==> config.mk <==
export PLATFORM = sky130hd
export DESIGN_NAME = rf_write_port_ctrl
export DESIGN_NICKNAME = d
export VERILOG_FILES = /design/src/rtl/rf_write_port_ctrl.sv
export SDC_FILE = /design/constraint.sdc
export NUM_CORES = 1
export LEC_CHECK = 0
export BUFFER_PORTS_ARGS = -buffer_cell sky130_fd_sc_hd__buf_2
export CAP_MARGIN = 25
export CORE_UTILIZATION = 59
export DETAILED_ROUTE_END_ITERATION = 12
export PLACE_DENSITY = 0.94
export SYNTH_ARGS = -nofsm -noshare
export SYNTH_HDL_FRONTEND = slang
export SYNTH_SLANG_ARGS = --single-unit
==> constraint.sdc <==
create_clock -name clk -period 7.1 [get_ports clk]
set_input_delay 0.355 -clock clk [delete_from_list [all_inputs] [get_ports clk]]
set_output_delay 0.355 -clock clk [all_outputs]
set_load 0.1 [all_outputs]
==> src/rtl/rf_write_port_ctrl.sv <==
// ---------------------------------------------------------------------------
// rf_write_port_ctrl
//
// Owns the register file write port. Each cycle it chooses one result to
// write:
//   - the pipeline writeback, which always takes the port and has no ready, or
//   - the head of a small FIFO that buffers results from the mul/div unit (MDU).
// A scoreboard holds one "pending MDU write" bit per register. Decode uses it
// to stall on RAW hazards against MDU results that are still in flight.
// Writes to r0 are suppressed here, because the register file does not
// protect r0 itself.
//
// Ports
//   clk, rst                        clock; asynchronous active-high reset
//   wb_valid/wb_addr/wb_data        pipeline writeback (always accepted)
//   mdu_valid/mdu_addr/mdu_data     MDU result; transfers on mdu_valid && mdu_ready
//   mdu_ready                       FIFO not full
//   issue_valid/issue_addr          MDU op issued; marks its destination pending
//   query_addr_1/2                  decode source registers
//   query_pending_1/2               the queried register awaits an MDU write
//   RFWr/RF_address_write/RF_data_write  registered register-file write port
// ---------------------------------------------------------------------------
module rf_write_port_ctrl #(
    parameter int DATA_W     = 32,
    parameter int ADDR_W     = 5,
    parameter int FIFO_DEPTH = 2
) (
    input  logic              clk,
    input  logic              rst,
    input  logic              wb_valid,
    input  logic [ADDR_W-1:0] wb_addr,
    input  logic [DATA_W-1:0] wb_data,
    input  logic              mdu_valid,
    input  logic [ADDR_W-1:0] mdu_addr,
    input  logic [DATA_W-1:0] mdu_data,
    output logic              mdu_ready,
    input  logic              issue_valid,
    input  logic [ADDR_W-1:0] issue_addr,
    input  logic [ADDR_W-1:0] query_addr_1,
    input  logic [ADDR_W-1:0] query_addr_2,
    output logic              query_pending_1,
    output logic              query_pending_2,
    output logic              RFWr,
    output logic [ADDR_W-1:0] RF_address_write,
    output logic [DATA_W-1:0] RF_data_write
);

    localparam int              PTR_W     = (FIFO_DEPTH > 1) ? $clog2(FIFO_DEPTH) : 1;
    localparam int              NUM_REGS  = 1 << ADDR_W;
    localparam logic [PTR_W:0]  DEPTH_CNT = (PTR_W + 1)'(FIFO_DEPTH);

    // -----------------------------------------------------------------------
    // MDU result FIFO
    // -----------------------------------------------------------------------
    logic [ADDR_W-1:0] fifo_addr_mem [FIFO_DEPTH];
    logic [DATA_W-1:0] fifo_data_mem [FIFO_DEPTH];
    logic [PTR_W-1:0]  wr_ptr_reg;
    logic [PTR_W-1:0]  rd_ptr_reg;
    logic [PTR_W:0]    count_reg;

    logic              fifo_full;
    logic              fifo_empty;
    logic              push;
    logic              pop;
    logic [ADDR_W-1:0] head_addr;
    logic [DATA_W-1:0] head_data;

    assign fifo_full  = (count_reg == DEPTH_CNT);
    assign fifo_empty = (count_reg == '0);

    // Ready depends only on the current occupancy. A pop in the same cycle
    // does not free a slot early, so no combinational path runs from
    // wb_valid to mdu_ready.
    assign mdu_ready = !fifo_full;
    assign push      = mdu_valid && !fifo_full;
    // The writeback owns the port. The FIFO drains only in idle cycles.
    assign pop       = !wb_valid && !fifo_empty;

    assign head_addr = fifo_addr_mem[rd_ptr_reg];
    assign head_data = fifo_data_mem[rd_ptr_reg];

    // The storage has no reset. Clearing the pointers is enough to discard
    // any buffered entries.
    always_ff @(posedge clk) begin
        if (push) begin
            fifo_addr_mem[wr_ptr_reg] <= mdu_addr;
            fifo_data_mem[wr_ptr_reg] <= mdu_data;
        end
    end

    // FIFO_DEPTH is a power of two, so the pointers wrap naturally.
    always_ff @(posedge clk or posedge rst) begin
        if (rst) begin
            wr_ptr_reg <= '0;
            rd_ptr_reg <= '0;
            count_reg  <= '0;
        end else begin
            if (push) begin
                wr_ptr_reg <= wr_ptr_reg + 1'b1;
            end
            if (pop) begin
                rd_ptr_reg <= rd_ptr_reg + 1'b1;
            end
            if (push && !pop) begin
                count_reg <= count_reg + 1'b1;
            end else if (pop && !push) begin
                count_reg <= count_reg - 1'b1;
            end
        end
    end

    // -----------------------------------------------------------------------
    // Write port arbitration and output register
    // -----------------------------------------------------------------------
    logic              sel_valid;
    logic [ADDR_W-1:0] sel_addr;
    logic [DATA_W-1:0] sel_data;

    always_comb begin
        sel_valid = 1'b0;
        sel_addr  = head_addr;
        sel_data  = head_data;
        if (wb_valid) begin
            sel_valid = 1'b1;
            sel_addr  = wb_addr;
            sel_data  = wb_data;
        end else if (!fifo_empty) begin
            sel_valid = 1'b1;
        end
    end

    // An r0 result still passes through the address/data registers and is
    // popped, but the write enable stays low.
    always_ff @(posedge clk or posedge rst) begin
        if (rst) begin
            RFWr             <= 1'b0;
            RF_address_write <= '0;
            RF_data_write    <= '0;
        end else if (sel_valid) begin
            RFWr             <= (sel_addr != '0);
            RF_address_write <= sel_addr;
            RF_data_write    <= sel_data;
        end else begin
            RFWr             <= 1'b0;
        end
    end

    // -----------------------------------------------------------------------
    // Pending-write scoreboard
    // -----------------------------------------------------------------------
    logic [NUM_REGS-1:0] pending_reg;
    logic [NUM_REGS-1:0] pending_next;

    generate
        for (genvar gi = 0; gi < NUM_REGS; gi++) begin : g_pending
            if (gi == 0) begin : g_r0
                // r0 never becomes pending.
                assign pending_next[gi] = 1'b0;
            end else begin : g_rn
                logic set_hit;
                logic clr_hit;
                assign set_hit = issue_valid && (issue_addr == ADDR_W'(gi));
                assign clr_hit = pop && (head_addr == ADDR_W'(gi));
                // A reissue in the same cycle as the emit of the older op
                // must leave the bit set, because the new op is still
                // outstanding.
                assign pending_next[gi] = set_hit ? 1'b1 :
                                          clr_hit ? 1'b0 : pending_reg[gi];
            end
        end
    endgenerate

    always_ff @(posedge clk or posedge rst) begin
        if (rst) begin
            pending_reg <= '0;
        end else begin
            pending_reg <= pending_next;
        end
    end

    assign query_pending_1 = pending_reg[query_addr_1];
    assign query_pending_2 = pending_reg[query_addr_2];

endmodule

**Yosys cells after proc, flatten, opt, wreduce, memory -nomap -nowiden**

Memory sizes are Yosys's and may differ from the RTL's.
Cells that the tools add are included.

- Bits in latches: 0
- Memory bits (writable): 74
- Memory bits (read-only): 0
- Register bits after elaboration: 73
- Logic and storage cells: 288
- Memories: 2
- Output and inout port bits: 41

Memories:

| memory | words | bits a word | rd ports | clocked after memory_dff | write ports | RTL line | RTL |
|---|---|---|---|---|---|---|---|
| fifo_data_mem | 2 | 32 | 1 | 0 | 1 | 56 | `logic [DATA_W-1:0] fifo_data_mem [FIFO_DEPTH];` |
| fifo_addr_mem | 2 | 5 | 1 | 0 | 1 | 55 | `logic [ADDR_W-1:0] fifo_addr_mem [FIFO_DEPTH];` |

- Bitwise operators: 0
- Shift-type cells: 0
- Add/subtract/negate cells: 4
- Div/mod/pow operators: 0
- Mux-type cells: 75
- Reduce and logical (&&, ||, !) cells: 105
- $mul: 0
- Order comparisons: 2
- Equal/unequal tests: 63

Operator list:

| operator | count |
|---|---|
| 5-bit == test, second input constant | 32 |
| 5-bit by 4-bit == test with 1-bit output, second input constant | 16 |
| 1-bit 2-to-1 mux | 69 |
| 1-bit logical AND | 66 |
| 2-bit nonzero test | 32 |
| 5-bit by 3-bit == test with 1-bit output, second input constant | 8 |
| 32-bit 2-to-1 mux | 1 |
| 5-bit by 2-bit == test with 1-bit output, second input constant | 4 |
| 5-bit by 6-bit less-than comparator with 1-bit output, second input constant | 2 |
| 1-bit binary-select mux with 5-bit select | 2 |
| 5-bit by 1-bit == test with 1-bit output, second input constant | 2 |
| 1-bit logical NOT | 5 |
| 5-bit 2-to-1 mux | 1 |
| 5-bit nonzero test | 1 |
| 2-bit 2-to-1 mux | 2 |
| 1-bit adder, second input constant | 2 |
| 2-bit by 1-bit adder with 2-bit output, second input constant | 1 |
| 2-bit == test, second input constant | 1 |
| 2-bit logical NOT | 1 |
| 2-bit by 1-bit subtractor with 2-bit output, second input constant | 1 |

**Depth between registers and ports, before layout**

- Depth in word-level cells: 7
- Depth in mapped cells: 8

**Least setup slack after synthesis**

Ideal clock, no wire load.

- Path type: reg-to-reg
- Start: register count_reg[0]
- End: memory fifo_addr_mem[0][0] (enable)
- Setup slack: 3.481 ns
- Library setup time: 0.431 ns
- Cell stages (with the launch flop): 5
- Arrival time: 3.187 ns
- Required time: 6.669 ns
- Period minus slack after synthesis: 3.619 ns
- Path through: dfrtp_1 clkbuf_1 nand2b_1 nand2_1 nor2_1

- Word-level cells in the longest chain between the ends: 5

RTL lines:

| item | RTL line | RTL |
|---|---|---|
| start: declaration | 59 | `logic [PTR_W:0] count_reg;` |
| start signal: assignment | 105 | `count_reg <= count_reg + 1'b1;` |
| start signal: assignment | 107 | `count_reg <= count_reg - 1'b1;` |
| 2-bit == test | 68 | `assign fifo_full = (count_reg == DEPTH_CNT);` |
| 1-bit logical NOT | -- |  |
| via mdu_ready | 36 | `output logic mdu_ready,` |
| 1-bit logical AND | 75 | `assign push = mdu_valid && !fifo_full;` |
| 1-bit 2-to-1 mux | 85 | `if (push) begin` |
| 1-bit 2-to-1 mux (not written as such) | 86 | `fifo_addr_mem[wr_ptr_reg] <= mdu_addr;` |
| end: declaration | 55 |  |

The timed path passes the listed nets, and every way through them passes these cells.

**Worst setup path after layout**

- Start: register rd_ptr_reg
- End: register pending_reg[2]

- Word-level cells in the longest chain between the ends: 4

RTL lines:

| item | RTL line | RTL |
|---|---|---|
| start: declaration | 58 | `logic [PTR_W-1:0] rd_ptr_reg;` |
| start signal: assignment | 102 | `rd_ptr_reg <= rd_ptr_reg + 1'b1;` |
| memory 2 x 5 bit | -- |  |
| 5-bit by 2-bit == test with 1-bit output | 163 | `assign clr_hit = pop && (head_addr == ADDR_W'(gi));` |
| 1-bit logical AND | 163 |  |
| 2-bit nonzero test (no source line) | -- |  |
| end signal: assignment | 177 | `pending_reg <= pending_next;` |
| end: declaration | 151 | `logic [NUM_REGS-1:0] pending_reg;` |

Every way passes these cells.
A chain may end at the register's enable or synchronous reset.

==> flow_summary.json <==
{
  "avgSynthCellArea_um2": 11.7,
  "yosys.cell_types.count": 41,
  "required_ps": 7490,
  "period_minus_slack_ps": 2650,
  "n_fill_cell": 627,
  "largest_reg_flops": 64,
  "hold_depth": 1,
  "rrSetupSlack_ps": 4450,
  "clk_pin_slew_worst_paths_ps": 70,
  "post_cts_resized": 0,
  "hold_path.class": "in -> reg",
  "io_buffers": 134,
  "fin_crit_sh": 0.374,
  "cp_max_fo": 40,
  "grt_max_degree": 78,
  "cpMaxStageDelayCell": "dfrtp_2",
  "p_per_area_nw_per_um2": 483,
  "worstSetupPathType": "reg -> reg",
  "gp_congestion": 0.887,
  "die_area_um2": 11500,
  "initial_core_util": 0.605,
  "net-switching-power_w": 0.00175,
  "cp-end-kind": "flip-flop",
  "cts_max_path_buffers": 2,
  "syn_area_um2": 6540,
  "cts_sinks": 147,
  "p_comb_frac": 0.402,
  "pwr-share-clk": 0.234,
  "critical-path-top-delay-family": "flip-flops",
  "fin_setup_tns_ps": 0,
  "drv_cap": 0,
  "setup_violations": 0,
  "grt_pass1_wl_um": 27300,
  "nets": 791,
  "hold_violations": 0,
  "grt-ovfl-total": 0,
  "via_per_inst": 6.49,
  "antenna_cells": 0,
  "path_depth": 5,
  "worst_pin_slew_ps": 967,
  "rsz0062_at_grt": "false",
  "intPower_w": 0.00211,
  "ant_nets": 0,
  "crit_buf_inv": 1,
  "timing.fmax_mhz": 377,
  "cp_cell_sequence": "buf_4 -> mux2i_1 -> nand2_1 -> o31ai_1 -> o21ai_0",
  "clock_skew_ps": 14.6,
  "ys_seq_elements": 147,
  "drc": 0,
  "areaGrowthSynthToFinish_pct": 22.2,
  "reg2reg_depth": 5,
  "maxSlewHeadroom": 0.356,
  "syn-num-nets": 654,
  "hpwl_um": 10700,
  "first_global_vias": 5358,
  "timing.rr.start": "rd_ptr_reg$_DFFE_PP0P_",
  "dr_wl_met2_um": 9590,
  "wl_met1_um": 6870,
  "ys.flop_type": "edfxtp_1",
  "yosysWarningCount": 0,
  "antenna_found_initial": 0,
  "wl_met3_um": 2070,
  "yosysSeqAreaShare": 0.620,
  "clock_latency_ps": 540,
  "syn_inst": 559,
  "h-tree-depth": 4,
  "cts_tree": "done",
  "switching_share": 0.453,
  "r2r-end": "pending_reg[2]$_DFFE_PP0P_",
  "synth_edf_count": 74,
  "hp-start": "mdu_data[22]",
  "slew_viol_final": 0,
  "drive_gt1_frac": 0.254,
  "seq_power_share": 0.364,
  "fp.dieW_um": 107,
  "globalRouteTotalUtil": 0.319,
  "dr.max_layer_used": "met4",
  "max_stage_delay_ps": 700,
  "rows": 38,
  "drtIter0Drc": 713,
  "async_flop_share": 0.497,
  "wl_per_cell_um": 23.0,
  "outcome": "completed",
  "dr.pass1.iters": 6,
  "ir_drop_v": 0.000439,
  "root_buffer": "clkbuf_8",
  "cp-start-kind": "flip-flop",
  "cts_buffers": 17,
  "worstHoldEndpoint": "fifo_data_mem[1][22]$_DFFE_PP_",
  "arrival_ps": 3050,
  "holdWs_ps": 11.7,
  "p_leak_nw": 3.40,
  "vias": 5512,
  "pin_count": 135,
  "coreArea_um2": 10800,
  "die_h_um": 107,
  "routed_wl_um": 19500
}
-- metal layers --
| layer | vias to the layer above | GRT usage |
|---|---|---|
| met1 | 2633 | 0.368 |
| met4 | 0 | 0.148 |
| met5 | - | 0 |
| met3 | 100 | 0.0851 |
| met2 | 451 | 0.553 |
| li1 | 2328 | - |
-- power by group through the flow --
stage | logic, W | registers (W) | clock network (W)
2_1_floorplan | 0.000698 | 0.00181 | 0
3_3_place_gp | 0.00141 | 0.00136 | 0
3_5_place_dp | 0.00146 | 0.00139 | 0
4_1_cts | 0.00149 | 0.00138 | 0.000876
5_1_grt | 0.00163 | 0.00143 | 0.000931
6_report | 0.00155 | 0.00140 | 0.000904
-- worst max path at each step --
stage	start	endpoint	slack (ps)
after floorplan	count_reg[0]$_DFFE_PP0P_	fifo_addr_mem[0][0]$_DFFE_PP_	3480
after CTS	rd_ptr_reg$_DFFE_PP0P_	pending_reg[2]$_DFFE_PP0P_	4520
after detailed placement	rd_ptr_reg$_DFFE_PP0P_	pending_reg[2]$_DFFE_PP0P_	4600
after global routing	rd_ptr_reg$_DFFE_PP0P_	pending_reg[2]$_DFFE_PP0P_	4350
after global placement	rd_ptr_reg$_DFFE_PP0P_	pending_reg[8]$_DFFE_PP0P_	4790
final	rd_ptr_reg$_DFFE_PP0P_	pending_reg[2]$_DFFE_PP0P_	4450
-- area by class of cell --
cell class	count	area [µm²]	area share
inverters	5	18.8	0.00235
clock inverters	14	163	0.0204
multi-input cells	378	2350	0.294
flip-flops and latches	147	4050	0.507
repair buffers	147	813	0.102
clock buffers	18	418	0.0523
well taps	140	175	0.0219
-- cell usage after synthesis (6+ instances only) --
cell,number,share of area
nor2b_1,7,0.0067
a21oi_1,40,0.031
nand3_1,14,0.011
clkbuf_1,15,0.0086
edfxtp_1,74,0.34
o211ai_1,9,0.010
mux2i_1,52,0.080
nand2_1,47,0.027
and3b_1,6,0.0080
nor2_1,50,0.029
dfrtp_1,73,0.28
nand2b_1,7,0.0067
o21ai_0,96,0.074
buf_2,12,0.0092
-- placed cells by master, fill, tap and decap left out, types with 6 or more instances in the layout --
cell type and n:
nor2b_1 7, nand3_1 14, clkbuf_16 16, mux2i_1 52
nand2b_1 7, nor2_1 48, and3b_1 6, a21oi_1 40
dlygate4sd3_1 8, dfrtp_1 72, nand2_1 47, o21ai_0 96
buf_2 134, edfxtp_1 74, o211ai_1 9
-- logic make-up after synthesis --
logic type	after synthesis	share of synthesized area
AOI/OAI and AO/OA	160	0.132
adders and majority gates	1	0.00191
xor gates and xnor gates	5	0.00670
muxes	62	0.109
buffers and inverters	34	0.0236
DFF	147	0.620
and+or+nand+nor	150	0.107
-- what timing repair did --
action,4_1_cts,5_1_grt
hold buffers,7,1
setup buffers,0,0
endpoints found under the hold margin,13,2
-- metrics by stage --
step	cells	setup slack [ps]	cell area, µm²	total power [W]	util
after global routing	849	4350	7990	0.00399	0.740
final	849	4450	7990	0.00385	0.740
after floorplan	559	3480	6540	0.00251	-
after global placement	807	4790	7290	0.00278	0.675
after detailed placement	807	4600	7290	0.00285	0.675
after CTS	846	4520	7940	0.00375	0.735
Note: power is estimated with default switching activity, not from simulation.
